===== src/rtl/fetch_seq.sv =====
`default_nettype none
// ============================================================================
// Module      : fetch_seq
// Description : Instruction fetch and microcode step sequencer. Fetches the
//               opcode and up to two operand bytes over a byte-wide req/ack
//               handshake, then steps the microcode index under decoder
//               control. Halts on trap, illegal length or step overflow and
//               resumes on an external pulse.
// Options     : FETCH_SEQ_SINGLE_STEP_EN adds i_step_en. When i_step_en is
//               high, the end of each instruction parks the FSM in HALT.
// Revision    : 1.0 - initial release
// ============================================================================
module fetch_seq (
  input  logic       clk,
  input  logic       rst,
`ifdef FETCH_SEQ_SINGLE_STEP_EN
  input  logic       i_step_en,
`endif
  output logic       o_fetch_req,
  input  logic       i_fetch_ack,
  input  logic [7:0] i_fetch_data,
  output logic       o_pc_adv,
  input  logic [1:0] i_len,
  input  logic       i_pc_cub,
  input  logic       i_pc_ini,
  input  logic       i_pc_lrc,
  input  logic       i_trap,
  input  logic       i_resume,
  output logic [7:0] o_insn,
  output logic [7:0] o_d1,
  output logic [7:0] o_d2,
  output logic [2:0] o_is,
  output logic       o_busy,
  output logic [1:0] o_fault
);

  // Fault codes reported on o_fault
  localparam logic [1:0] c_FAULT_NONE    = 2'd0;
  localparam logic [1:0] c_FAULT_TRAP    = 2'd1;
  localparam logic [1:0] c_FAULT_ILLEGAL = 2'd2;
  localparam logic [1:0] c_FAULT_OVF     = 2'd3;

  // Decoded instruction lengths (illegal code 3 is handled by the default arm)
  localparam logic [1:0] c_LEN_1B = 2'd0;
  localparam logic [1:0] c_LEN_2B = 2'd1;
  localparam logic [1:0] c_LEN_3B = 2'd2;

  localparam logic [2:0] c_IS_MAX = 3'd7;

  typedef enum logic [2:0] {
    ST_RST  = 3'd0,
    ST_F_OP = 3'd1,
    ST_DEC  = 3'd2,
    ST_F_D1 = 3'd3,
    ST_F_D2 = 3'd4,
    ST_EXEC = 3'd5,
    ST_HALT = 3'd6
  } state_t;

  state_t     r_state;
  state_t     w_state_nxt;

  logic [7:0] r_insn;
  logic [7:0] r_d1;
  logic [7:0] r_d2;
  logic [2:0] r_is;
  logic [1:0] r_fault;
  logic [1:0] r_len;
  logic       r_pc_adv;

  logic [2:0] w_is_nxt;
  logic [1:0] w_fault_nxt;
  logic       w_req;
  logic       w_xfer;
  logic       w_ld_insn;
  logic       w_ld_d1;
  logic       w_ld_d2;
  logic       w_ld_len;
  logic       w_end_insn_halt;

`ifdef FETCH_SEQ_SINGLE_STEP_EN
  // Single-step parks the sequencer in HALT at every instruction boundary
  assign w_end_insn_halt = i_step_en;
`else
  assign w_end_insn_halt = 1'b0;
`endif

  // State register
  always_ff @(posedge clk or posedge rst) begin
    if (rst) begin
      r_state <= ST_RST;
    end else begin
      r_state <= w_state_nxt;
    end
  end

  // Next-state decode, handshake request and datapath load strobes
  always_comb begin
    w_state_nxt = r_state;
    w_is_nxt    = r_is;
    w_fault_nxt = r_fault;
    w_req       = 1'b0;
    w_ld_insn   = 1'b0;
    w_ld_d1     = 1'b0;
    w_ld_d2     = 1'b0;
    w_ld_len    = 1'b0;

    case (r_state)
      ST_RST: begin
        w_state_nxt = ST_F_OP;
      end

      ST_F_OP: begin
        w_req = 1'b1;
        if (i_fetch_ack) begin
          w_ld_insn   = 1'b1;
          w_is_nxt    = 3'd0;
          w_state_nxt = ST_DEC;
        end
      end

      ST_DEC: begin
        w_ld_len = 1'b1;
        case (i_len)
          c_LEN_1B: w_state_nxt = ST_EXEC;
          c_LEN_2B,
          c_LEN_3B: w_state_nxt = ST_F_D1;
          default: begin
            w_state_nxt = ST_HALT;
            w_fault_nxt = c_FAULT_ILLEGAL;
          end
        endcase
      end

      ST_F_D1: begin
        w_req = 1'b1;
        if (i_fetch_ack) begin
          w_ld_d1     = 1'b1;
          w_state_nxt = (r_len == c_LEN_3B) ? ST_F_D2 : ST_EXEC;
        end
      end

      ST_F_D2: begin
        w_req = 1'b1;
        if (i_fetch_ack) begin
          w_ld_d2     = 1'b1;
          w_state_nxt = ST_EXEC;
        end
      end

      // Priority: trap > step overflow > lrc/ini > cub; otherwise wait
      ST_EXEC: begin
        if (i_trap) begin
          w_state_nxt = ST_HALT;
          w_fault_nxt = c_FAULT_TRAP;
        end else if (i_pc_cub && (r_is == c_IS_MAX)) begin
          w_state_nxt = ST_HALT;
          w_fault_nxt = c_FAULT_OVF;
        end else if (i_pc_lrc || i_pc_ini) begin
          w_is_nxt    = 3'd0;
          w_fault_nxt = c_FAULT_NONE;
          w_state_nxt = w_end_insn_halt ? ST_HALT : ST_F_OP;
        end else if (i_pc_cub) begin
          w_is_nxt = r_is + 3'd1;
        end
      end

      ST_HALT: begin
        if (i_resume) begin
          w_state_nxt = ST_F_OP;
          w_fault_nxt = c_FAULT_NONE;
          w_is_nxt    = 3'd0;
        end
      end

      default: begin
        w_state_nxt = ST_RST;
      end
    endcase
  end

  // A transfer only counts while we are actually requesting
  assign w_xfer = w_req & i_fetch_ack;

  // Instruction bytes, latched length, step index and fault code
  always_ff @(posedge clk or posedge rst) begin
    if (rst) begin
      r_insn  <= 8'd0;
      r_d1    <= 8'd0;
      r_d2    <= 8'd0;
      r_is    <= 3'd0;
      r_fault <= c_FAULT_NONE;
      r_len   <= 2'd0;
    end else begin
      r_is    <= w_is_nxt;
      r_fault <= w_fault_nxt;
      if (w_ld_len) begin
        r_len <= i_len;
      end
      if (w_ld_insn) begin
        r_insn <= i_fetch_data;
        r_d1   <= 8'd0;
        r_d2   <= 8'd0;
      end
      if (w_ld_d1) begin
        r_d1 <= i_fetch_data;
      end
      if (w_ld_d2) begin
        r_d2 <= i_fetch_data;
      end
    end
  end

  // One-cycle PC advance pulse following each accepted byte
  always_ff @(posedge clk or posedge rst) begin
    if (rst) begin
      r_pc_adv <= 1'b0;
    end else begin
      r_pc_adv <= w_xfer;
    end
  end

  assign o_fetch_req = w_req;
  assign o_pc_adv    = r_pc_adv;
  assign o_insn      = r_insn;
  assign o_d1        = r_d1;
  assign o_d2        = r_d2;
  assign o_is        = r_is;
  assign o_fault     = r_fault;
  assign o_busy      = (r_state != ST_HALT);

endmodule
`default_nettype wire


===== config.mk =====
export PLATFORM = sky130hd
export DESIGN_NAME = fetch_seq
export DESIGN_NICKNAME = d
export VERILOG_FILES = /design/src/rtl/fetch_seq.sv
export SDC_FILE = /design/constraint.sdc
export NUM_CORES = 1
export LEC_CHECK = 0
export CAP_MARGIN = 15
export CORE_UTILIZATION = 45
export DETAILED_ROUTE_END_ITERATION = 8
export PLACE_DENSITY_LB_ADDON = 0.05
export SYNTH_ARGS = -nofsm -noshare
export SYNTH_HDL_FRONTEND = slang
export SYNTH_SLANG_ARGS = --single-unit

===== constraint.sdc =====
create_clock -name clk -period 4.3 [get_ports clk]
set_clock_uncertainty 0.2 [all_clocks]
set_input_delay 1.29 -clock clk [delete_from_list [all_inputs] [get_ports clk]]
set_output_delay 1.29 -clock clk [all_outputs]
set_load 0.03 [all_outputs]

# Word level (Yosys, flattened, before mapping)
# Cells that the tools add are included.
[word_totals]
output_inout_bits = 32
wordCells = 76
register_bits = 35
input_bits = 18
[classes]
n_reduce_logical = 14
addsub = 1
eq_ne = 20
n_bitwise = 1
mux = 32
[ops]
columns = ["op", "count"]
rows = [
  ["two-way mux 3 bit", 13],
  ["two-way mux 8 bit", 3],
  ["case mux 3 bit (7 select lines)", 1],
  ["!= test 2 bit (second input constant)", 7],
  ["equality test 3 bit (second input constant)", 4],
  ["two-way mux 2 bit", 5],
  ["case mux 3 bit (3 select lines)", 1],
  ["two-way mux 1 bit", 7],
  ["equality test 3 x 2 -> 1 bit (second input constant)", 2],
  ["!= test 3 bit (second input constant)", 2],
  ["case mux 2 bit (3 select lines)", 1],
  ["case mux 3 bit (2 select lines)", 1],
  ["AND reduction 6 bit", 1],
  ["nonzero test 3 bit", 2],
  ["OR reduction 3 bit", 2],
  ["AND reduction 5 bit", 1],
  ["equality test 2 bit (second input constant)", 2],
  ["!= test 4 bit (second input constant)", 1],
  ["AND reduction 4 bit", 1],
  ["nonzero test 2 bit", 2],
  ["adder 3 x 1 -> 3 bit (second input constant)", 1],
  ["equality test 3 x 1 -> 1 bit (second input constant)", 1],
  ["zero test 3 bit", 1],
  ["equality test 2 x 1 -> 1 bit (second input constant)", 1],
  ["other kinds (5)", 5],
]

# Logic depth before layout (Yosys ltp)
# Gate-level depths: netlist (run 1).
[logic_depth]
word_depth = 6
mapped_depth = 7
ltp_nobuf = 6

# Least setup slack after synthesis (run 1)
# No wires, ideal clock.
[synth_path]
kind = "reg-to-output"
from = "register r_state[0]"
to = "output port o_fetch_req"
path_slack_ps = 1439
path_stages_with_launch = 3
required_time_ps = 2810
arrival_ps = 1371
path_buffers = 1
path_cell_list = "dfrtp_1 clkbuf_1 mux2i_1"
[synth_between]
elab_chain_len = 3
elab_cells_between_ends = 5
cone_classes = "3 x eq/ne; 1 x mux; 1 x reduce/logical"
[synth_rtl]
columns = ["element", "line", "text"]
rows = [
  ["start, declared", "60", "state_t r_state;"],
  ["start signal, assigned", "93", "r_state <= w_state_nxt;"],
  ["equality test 3 bit, or another cell as far along", "108", "case (r_state)"],
  ["OR reduction 3 bit (no source line) (*)", "n/a", ""],
  ["two-way mux 1 bit (*)", "108", ""],
  ["end, declared", "19", "output logic o_fetch_req,"],
]
# Every way passes the cells marked *; elsewhere a longest branch is shown, timed or not.

# Worst setup path after layout (run 1)
[layout_path]
from = "register r_state[2]"
to = "output port o_fetch_req"
# Same word-level chain as after synthesis.

==> results of run 1 <==
## layout by cell type (no fill, tap or decap), types with 2 or more instances in the layout
| cell | synthesis | layout |
|---|---|---|
| a22o_1 | 9 | 9 |
| mux2i_1 | 3 | 3 |
| nand2_1 | 23 | 23 |
| o22ai_1 | 2 | 2 |
| a21oi_1 | 2 | 2 |
| nand2b_1 | 6 | 6 |
| nor2b_1 | 2 | 2 |
| buf_4 | 0 | 2 |
| mux2_2 | 11 | 11 |
| nor2_1 | 3 | 3 |
| and3_1 | 2 | 2 |
| ha_1 | 4 | 4 |
| nand4_1 | 2 | 2 |
| clkdlybuf4s50_1 | 0 | 49 |
| dfrtp_1 | 35 | 35 |
| nor4_1 | 2 | 2 |
| clkbuf_4 | 0 | 5 |
| nor3_1 | 3 | 3 |
| inv_1 | 5 | 5 |
| o21ai_0 | 16 | 16 |
## layer usage
metal,part of all wire,up-vias,wire [um],track usage
met5,0,-,0,0
met4,0.022,0,78,0.1017
met3,0.065,11,232,0.05515
met2,0.46,44,1652,0.3159
met1,0.45,622,1601,0.2588
li1,-,641,-,-
## stage by stage
stage / hold slack, ns / cell area [sq um] / util / worst slack, ns / total power, mW
after floorplan: 0.2715 / 1638 / - / 1.439 / 1.086
after global placement: 0.2837 / 2167 / 0.6344 / 1.067 / 1.389
after detailed placement: 0.2802 / 2167 / 0.6344 / 0.9759 / 1.407
after CTS: 0.3144 / 2221 / 0.6502 / 0.5812 / 1.588
after global routing: 0.3277 / 2221 / 0.6502 / 0.4790 / 1.668
final: 0.3104 / 2221 / 0.6502 / 0.6169 / 1.574
## cells in the mapped netlist, types with 3 or more instances
cell type / count
o21ai_0: 16
nand2_1: 23
a22o_1: 9
nor3_1: 3
ha_1: 4
mux2_2: 11
mux2i_1: 3
nand2b_1: 6
inv_1: 5
nor2_1: 3
dfrtp_1: 35
buf_2: 3
clkbuf_1: 4
## critical path, stage by stage (launching register included)
cell,delay [ns]
dfrtp_1,0.69
nand2b_1,0.24
mux2i_1,0.22
clkdlybuf4s50_1,0.70
## logic make-up (layout without fill, tap and decap cells)
| kind of cell | after synthesis | in the layout | share of synthesized area |
|---|---|---|---|
| simple gates | 50 | 50 | 0.1620 |
| compound gates | 35 | 35 | 0.1375 |
| flops | 35 | 35 | 0.5348 |
| mux | 15 | 15 | 0.1031 |
| buf+inv | 13 | 64 | 0.03208 |
| fa+ha+maj | 4 | 4 | 0.03056 |
## worst paths after layout
path | from | endpoint | slack (ns) | cells after the start
max in group asynchronous | rst | o_d1[1] | 2.46 | 3
setup / recovery | r_state[2] | o_fetch_req | 0.62 | 3
setup reg to reg | o_is[0] | o_is[0] | 1.94 | 6
min in group asynchronous | rst | o_d2[3] | 1.13 | 3
hold reg to reg | o_d1[6] | o_d1[6] | 0.31 | 1
hold / removal | o_d1[6] | o_d1[6] | 0.31 | 1
## power groups by stage
stage	registers, mW	clock network [mW]	logic (mW)
global route	0.597	0.196	0.875
finish	0.576	0.178	0.820
CTS	0.578	0.182	0.827
detailed placement	0.585	0	0.823
global placement	0.575	0	0.814
floorplan	0.757	0	0.328
## flip-flops by register name, indices dropped and copies added (netlist names)
signal / count
o_d1: 8
o_d2: 8
o_insn: 8
o_is: 3
r_state: 3
o_fault: 2
r_len: 2
o_pc_adv: 1
## area by class of cell
cell class	count	area (sq um)	area share
clock buffers	6	41.29	0.01859
flip-flops and latches	35	875.8	0.3944
clock inverters	2	12.51	0.005634
repair buffers	51	505.5	0.2276
inverters	5	18.77	0.008451
well taps	46	57.56	0.02592
multi-input cells	104	709.4	0.3194
==> impl_metrics.py, run 1 <==
metrics = {
    "status": {
        "status": "finished, final reports clean",
    },
    "clock_network": {
        "ctsHoldBuffers": 0,
        "root_buffer": "clkbuf_4",
        "cts_resized": 0,
        "clock_sinks": 35,
        "clockBufferDepth": 2,
        "ctsHtreeMaxLevel": 2,
        "tritoncts": "done",
        "post_cts_buffers": 0,
        "clk_pin_slew_ns": 0.11,
        "clk-insertion-delay-late_ns": 0.34,
        "numCtsBuffers": 5,
    },
    "synth": {
        "synth_edf_count": 0,
        "synth_top_area_cell": "dfrtp_1",
        "synth_top_area_frac": 0.5348,
        "yosys_warnings": 0,
        "syn-cell-area_sq_um": 1638,
        "avgSynthCellArea_sq_um": 10.78,
        "yosys-top-cells-area": "dfrtp_1 (53%), mux2_2 (7.6%), nand2_1 (5.3%)",
        "synth_cell_type_count": 34,
        "synth_seq_cells": 35,
        "syn-num-nets": 174,
        "synth_seq_area_share": 0.5348,
        "netlist_instances": 152,
        "async_reset_ff_frac": 1.000,
        "synthFlopType": "dfrtp_1",
    },
    "power": {
        "combPwrFrac": 0.521,
        "p_seq_frac": 0.366,
        "p_per_area_nw_per_um2": 708.6,
        "p_int_mw": 0.9007,
        "sw_frac_of_total": 0.4276,
        "power_switching_mw": 0.6729,
        "p_leak_nw": 0.9613,
        "peakVddDrop_mv": 0.3763,
        "p_clk_frac": 0.113,
    },
    "global_route": {
        "grt_pass1_wl_um": 5996,
        "grt.overflow.total": 0,
        "grt_max_degree": 36,
        "antenna_found_initial": 0,
        "grt.total_usage": 0.2024,
        "grt_pass1_vias": 1255,
    },
    "route": {
        "vias_per_cell": 5.293,
        "drt_iter0_drc": 83,
        "routedWlPerCell_um": 14.31,
        "num_vias": 1318,
        "ant_nets": 0,
        "drt_first_pass_iters": 4,
        "drc_errors": 0,
        "wirelength_um": 3564,
    },
    "sta": {
        "min_period_ns": 3.683,
        "rsz0062_at_grt": "no",
        "tns_ns": 0,
        "relSlewSlack": 0.4725,
        "max_freq_mhz": 271.5,
        "hold_viol": 0,
        "period_share": 0.8565,
        "worst_pin_slew_ns": 0.7879,
        "slew_violations": 0,
        "setup_viol": 0,
    },
    "place": {
        "dp_cells": 241,
        "portBuffers": 49,
        "gp_congestion": 0.8620,
        "dp_hpwl_um": 2527,
    },
    "cells_and_area": {
        "diodes": 0,
        "area_delta_synth_final_pct": 35.60,
        "fin_nets": 224,
        "final_cell_count_no_fill": 249,
        "drive_above_1_share": 0.1133,
        "fillers": 289,
    },
    "critical_path": {
        "cp-end-kind": "primary output",
        "critPathKind": "reg -> out",
        "critical_path.startpoint_type": "register",
        "worstPathArrival_ns": 2.19,
        "crit_fanout": 17,
        "required_ns": 2.81,
    },
    "floorplan": {
        "start_util": 0.4795,
        "io_pins": 50,
        "die_y_um": 62.33,
        "rows": 21,
        "die_area_sq_um": 3885,
        "die-width_um": 62.33,
        "core_area_sq_um": 3416,
    },
    "run": {
        "maxCapViolations": 0,
    },
    "min_path": {
        "hp-class": "reg -> reg",
    },
}
Note: power is estimated with default switching activity, not from simulation.
==> run 2: changes to the inputs <==
--- a/config.mk
+++ b/config.mk
@@ -7,6 +7,7 @@
 export LEC_CHECK = 0
 export CAP_MARGIN = 15
 export CORE_UTILIZATION = 45
+export CTS_CLUSTER_SIZE = 20
 export DETAILED_ROUTE_END_ITERATION = 8
 export PLACE_DENSITY_LB_ADDON = 0.05
 export SYNTH_ARGS = -nofsm -noshare
==> results of run 2 <==
Final layout, timing and power as in run 1 (identical DEF).
